===== src/rtl/muldiv.sv =====
// rtl/muldiv.sv - 32-bit iterative multiply/divide unit with HI/LO result registers
// One radix-2 step per clock; the fixed 34-cycle schedule does not depend on operand values.
module muldiv (
  input  logic        clk,
  input  logic        reset_n,
  input  logic        start,
  input  logic [1:0]  op,
  input  logic [31:0] srca,
  input  logic [31:0] srcb,
  input  logic        wehi,
  input  logic        welo,
  output logic        busy,
  output logic        done,
  output logic [31:0] hi,
  output logic [31:0] lo
);

  localparam logic [1:0] IDLE = 2'd0;
  localparam logic [1:0] CALC = 2'd1;
  localparam logic [1:0] FIX  = 2'd2;
  localparam logic [1:0] DONE = 2'd3;

  logic [1:0]  state;
  logic [5:0]  cnt;
  logic        isdiv;
  logic        sa;
  logic        sb;
  logic        bzero;
  logic [31:0] opnd;
  logic [63:0] acc;

  logic        nega;
  logic        negb;
  logic [31:0] maga;
  logic [31:0] magb;
  logic [32:0] madd;
  logic [63:0] mul_next;
  logic [32:0] dsh;
  logic [33:0] ddiff;
  logic [63:0] div_next;
  logic [63:0] prod;
  logic [31:0] quo;
  logic [31:0] rem;

  assign nega = op[0] & srca[31];
  assign negb = op[0] & srcb[31];
  assign maga = nega ? -srca : srca;
  assign magb = negb ? -srcb : srcb;

  // acc holds {partial product, multiplier} or {remainder, dividend/quotient}; opnd is the other operand
  assign madd     = {1'b0, acc[63:32]} + (acc[0] ? {1'b0, opnd} : 33'd0);
  assign mul_next = {madd, acc[31:1]};

  assign dsh      = {acc[63:32], acc[31]};
  assign ddiff    = {1'b0, dsh} - {2'b00, opnd};
  assign div_next = ddiff[33] ? {dsh[31:0], acc[30:0], 1'b0}
                              : {ddiff[31:0], acc[30:0], 1'b1};

  assign prod = (sa ^ sb) ? -acc : acc;
  assign quo  = bzero ? 32'hFFFF_FFFF : ((sa ^ sb) ? -acc[31:0] : acc[31:0]);
  // remainder follows the dividend sign; for a zero divisor this restores srca exactly
  assign rem  = sa ? -acc[63:32] : acc[63:32];

  assign busy = (state != IDLE);
  assign done = (state == DONE);

  always_ff @(posedge clk or negedge reset_n) begin
    if (!reset_n) begin
      state <= IDLE;
      cnt   <= 6'd0;
      isdiv <= 1'b0;
      sa    <= 1'b0;
      sb    <= 1'b0;
      bzero <= 1'b0;
      opnd  <= 32'd0;
      acc   <= 64'd0;
      hi    <= 32'd0;
      lo    <= 32'd0;
    end else begin
      case (state)
        IDLE: begin
          if (start) begin
            isdiv <= op[1];
            sa    <= nega;
            sb    <= negb;
            bzero <= (srcb == 32'd0);
            cnt   <= 6'd0;
            opnd  <= op[1] ? magb : maga;
            acc   <= {32'd0, op[1] ? maga : magb};
            state <= CALC;
          end else begin
            if (wehi) hi <= srca;
            if (welo) lo <= srca;
          end
        end
        CALC: begin
          acc <= isdiv ? div_next : mul_next;
          cnt <= cnt + 6'd1;
          if (cnt == 6'd31) state <= FIX;
        end
        FIX: begin
          hi    <= isdiv ? rem : prod[63:32];
          lo    <= isdiv ? quo : prod[31:0];
          state <= DONE;
        end
        default: state <= IDLE;
      endcase
    end
  end

endmodule


===== config.mk =====
export PLATFORM = sky130hd
export DESIGN_NAME = muldiv
export DESIGN_NICKNAME = d
export VERILOG_FILES = /design/src/rtl/muldiv.sv
export SDC_FILE = /design/constraint.sdc
export NUM_CORES = 1
export LEC_CHECK = 0
export CAP_MARGIN = 20
export CORE_ASPECT_RATIO = 0.6
export CORE_MARGIN = 2
export CORE_UTILIZATION = 41
export DETAILED_ROUTE_END_ITERATION = 6
export MAX_ROUTING_LAYER = met4
export SETUP_SLACK_MARGIN = 0.4
export SLEW_MARGIN = 0
export SYNTH_ARGS = -nofsm -noshare
export SYNTH_HDL_FRONTEND = slang
export SYNTH_SLANG_ARGS = --single-unit
export TNS_END_PERCENT = 50

===== constraint.sdc =====
create_clock -name clk -period 10.5 [get_ports clk]
set_clock_uncertainty 0.05 [all_clocks]
set_input_delay 1.05 -clock clk [delete_from_list [all_inputs] [get_ports clk]]
set_output_delay 1.05 -clock clk [all_outputs]
set_load 0.005 [all_outputs]

==> results by stage <==
Outcome:
- The flow ran to the end, and the final reports show no timing, DRC or antenna violations.

Layout:
- Cells fill 48.0% of the core in the end.
- After routing the design area is ~17000 µm².
- Cells with a size suffix above 1 make up under 10% of the layout.
- The library cells used most frequently in the layout, excluding fill and tap cells, are sky130_fd_sc_hd__nand2_1 (205), sky130_fd_sc_hd__o21ai_0 (205), sky130_fd_sc_hd__nor2_1 (199).
- The growth of design area from synthesis to finish is 15.4%.
- 0 antenna diodes ended up in the layout.
- At the end of the flow, the number of nets in the layout was between 2k and 2.5k.

Global routing:
- The via count of the first global-routing pass was 13.5k.
- The largest net degree at the start of global routing is about 110.
- The first global-routing pass estimated slightly below 90 mm of wire.
- Global routing used between 30% and 40% of the available tracks across all layers.
- The total global routing overflow is 0.
- The number of antenna violations at the first check in global routing was 1.

Floorplanning:
- From bottom edge to top edge, the die measures about 150 µm.
- The die is ~250 µm wide.
- The floorplan step defined a die boundary enclosing roughly 38000 µm².
- The core footprint is 36300 µm².
- The number of core rows is 54.
- The boundary pin count is between 100 and 150.
- The initial utilization of the core area, before any placement, comes to 41.5%.

Clocking:
- TritonCTS built the clock tree.
- The number of gates resized after CTS was 0.
- Clock tree synthesis found a total of between 150 and 200 sinks.
- The longest clock path from root to sink contains 2 buffers.
- The insertion delay of the later-clocked pin in the worst-skew pair is between 400 and 500 ps.
- The buffers inserted during post-CTS setup optimization is 0.
- After clock tree synthesis, the clock-pin slew on the worst setup and hold paths is around 80 ps.
- The quantity of hold-fixing buffers added after cts is 0.
- The H-tree was split into 4 levels.
- Clock tree synthesis selected as its root buffer the cell sky130_fd_sc_hd__clkbuf_16.
- Clock tree synthesis inserted a total of 17 buffers.

Setup path:
- The startpoint identified for the worst register-to-register timing path is acc[43].
- STA puts the critical path data arrival time at 4620 ps.
- Counting cells, the worst reg-to-reg path comes to 11.
- The critical path is of the flip-flop to flip-flop type.
- The reg-to-reg setup timing slack is ~6100 ps.
- STA classifies the critical path endpoint as a flip-flop.
- The endpoint required time on the critical path is around 11000 ps.
- In this run the critical register-to-register path is captured at acc[0].
- The type of origin of the critical path is a flip-flop.
- In this run the worst path has a maximum fanout of 17.

Logic synthesis:
- The number of nets handed over by synthesis was around 2.1k.
- For this run, the register share of the synthesized area comes to roughly 29%.
- The cell count after synthesis is 1935.
- For this run, the leading register cell type out of synthesis is sky130_fd_sc_hd__dfrtp_1.
- The area of the mapped netlist is about 15000 µm².
- Yosys mapped the design onto 84 distinct sky130hd cell types.
- The Yosys step of the flow raised 0 warnings.
- The number of flip-flops and latches in the synthesized netlist is 172.
- The async set or reset register ratio after synthesis is 100%.
- The number of flops mapped to enable cells by yosys is 0.
- A synthesized cell averages 7.79 µm².

Power and ir drop:
- In this run, flip-flops and latches consume between 20% and 30% of the power.
- For this design the ratio of total power to cell area is 345 nW/µm².
- The switching power of the nets is between 0.003 and 0.004 W.
- The internal power of the cells totals around 0.0028 W.
- The share of power burned in the clock network is 11.1%.
- Of the total power, the share spent switching nets is a little over half.
- Combinational logic is responsible for about two thirds of the overall power.
- The worst vdd rail ir drop is roughly 250 µV.
- The leakage component of the power is 7.35 nW.

Detailed routing:
- Before antenna repair, the detailed router went through 6 iterations.
- The via total after detailed routing is about 15k.
- The top metal layer carrying routed signals is met4.
- The post-detailed-routing wire length is 58.2 mm.
- The met2 wire length is between 20 and 25 mm.
- The total DRC errors in the routed layout is 0.
- In the final routed layout, each cell accounts on average for between 20 and 25 µm.
- The detailed-route vias per instance is a little over 6.
- The routed design uses slightly above 7 mm of met3 wire.
- The first routing iteration left roughly 1.9k violations.
- After detailed routing, the wire length on met1 is 29.1 mm.
- The residual antenna-violating net count after detailed routing is 0.

Placed design:
- Input and output buffers added on the ports amount to approximately 140.
- The worst slack at placement is slightly above 6000 ps.
- The wire-length estimate of the detail-placed layout is 45.7 mm.
- The routability congestion estimate is between 1 and 1.5.
- In this run the cell area measured after placement is approximately 17000 µm².

Hold path:
- The cell count of the worst hold path is 2.
- The path with the worst hold slack has its endpoint at hi[22].
- The startpoint identified for the worst hold timing path is hi[22].
- The classification of the worst-slack hold path is flip-flop to flip-flop.

Timing:
- The accumulated negative setup slack is 0 ps.
- The number of slew-limit violations in the final report is 0.
- The slew at the pin closest to its max-slew limit is 1030 ps.
- Setup violations remaining at the end of the flow were counted as 0.
- The clock period minus worst slack is 4360 ps.
- The final-report hold violation count is 0.
- The achievable clock frequency is ~0.23 GHz.
- Setup repair after global routing left no endpoint under its margin.
- The post-route clock period utilization is just over 40%.
- The worst setup slack after layout is between 6000 and 7000 ps.
- The worst hold slack is ~430 ps.
- In this run the tightest slew margin relative to its limit is 31.2%.

Flow run:
- Max-cap violations in this run came to 0.
cells in the mapped netlist (13+ instances only):
master / n / area (µm²)
sky130_fd_sc_hd__nor2_1: 199 / 747
sky130_fd_sc_hd__dfrtp_1: 172 / 4300
sky130_fd_sc_hd__a211oi_1: 30 / 225
sky130_fd_sc_hd__nand4_1: 13 / 81.3
sky130_fd_sc_hd__or3_1: 14 / 87.6
sky130_fd_sc_hd__buf_1: 13 / 48.8
sky130_fd_sc_hd__mux2i_1: 45 / 450
sky130_fd_sc_hd__o21ai_0: 206 / 1030
sky130_fd_sc_hd__ha_1: 73 / 913
sky130_fd_sc_hd__a21o_1: 34 / 255
sky130_fd_sc_hd__and3_1: 14 / 87.6
sky130_fd_sc_hd__clkbuf_1: 84 / 315
sky130_fd_sc_hd__a21oi_1: 180 / 901
sky130_fd_sc_hd__nor3_1: 43 / 215
sky130_fd_sc_hd__mux2_2: 25 / 282
sky130_fd_sc_hd__nand3_1: 16 / 80.1
sky130_fd_sc_hd__xnor2_1: 90 / 788
sky130_fd_sc_hd__xor2_1: 82 / 718
sky130_fd_sc_hd__a22oi_1: 16 / 120
sky130_fd_sc_hd__nand2_1: 206 / 773
sky130_fd_sc_hd__o211ai_1: 13 / 97.6
sky130_fd_sc_hd__o31ai_1: 19 / 143
sky130_fd_sc_hd__o22ai_1: 37 / 231
sky130_fd_sc_hd__a31oi_1: 18 / 113
sky130_fd_sc_hd__inv_1: 85 / 319
worst max path at each step:
stage	start	to	slack, ps	depth (start not counted)
floorplan	srca[8]	acc[28]	6970	9
global placement	srca[0]	acc[30]	6070	12
detailed placement	srca[0]	acc[30]	6030	12
CTS	acc[43]	acc[0]	6330	11
global route	acc[45]	acc[44]	5980	11
finish	acc[43]	acc[0]	6140	11
sequential cells by signal (all words and copies together), names as in the netlist:
name and cells:
acc 64, hi 32, lo 32, opnd 32, cnt 6, state 2, bzero 1, isdiv 1
sa 1, sb 1
metal layers:
metal,vias to the layer above,global-route usage [%]
met4,0,4.93
met3,39,9.99
met5,-,-
met1,7255,48.9
met2,708,37.0
li1,7107,-
worst max-delay path, cell delays in order, from the launching register on:
cell                       delay (ps)
sky130_fd_sc_hd__dfrtp_1          600
sky130_fd_sc_hd__ha_1             380
sky130_fd_sc_hd__a21oi_1          320
sky130_fd_sc_hd__o211ai_1         150
sky130_fd_sc_hd__a41oi_1          230
sky130_fd_sc_hd__o211ai_1         310
sky130_fd_sc_hd__a31oi_1          860
sky130_fd_sc_hd__o41a_1           260
sky130_fd_sc_hd__buf_4            290
sky130_fd_sc_hd__nand2_1          240
sky130_fd_sc_hd__o211ai_1         310
sky130_fd_sc_hd__o221ai_1         200
through the flow:
stage | cells | power (W)
finish | 2491 | 0.00600
CTS | 2490 | 0.00589
detailed placement | 2458 | 0.00522
global route | 2491 | 0.00642
floorplan | 1935 | 0.00383
global placement | 2458 | 0.00518
cell type report:
type,count,area (µm²)
fill,3556,18900
clock buffer,17,425
clock inverter,15,166
sequential,172,4310
multi-input combinational,1567,10000
inverter,86,323
timing repair buffer,158,1550
tap,476,596
kinds of logic after synthesis:
| logic type | count (synthesis) | synth area share, % |
|---|---|---|
| AOI/OAI and AO/OA | 659 | 26.9 |
| and+or+nand+nor | 591 | 18.2 |
| buffers and inverters | 196 | 5.20 |
| xor gates and xnor gates | 172 | 9.99 |
| DFF | 172 | 28.6 |
| adders and majority gates | 75 | 6.32 |
| muxes | 70 | 4.86 |
power groups by stage:
stage	combinational (W)	clock (W)	sequential (W)
final	0.00395	0.000665	0.00139
after detailed placement	0.00384	0	0.00138
after CTS	0.00385	0.000670	0.00137
after global routing	0.00430	0.000697	0.00142
after floorplan	0.00264	0	0.00119
after global placement	0.00381	0	0.00137
No activity file was read; power rests on OpenSTA's default activity.
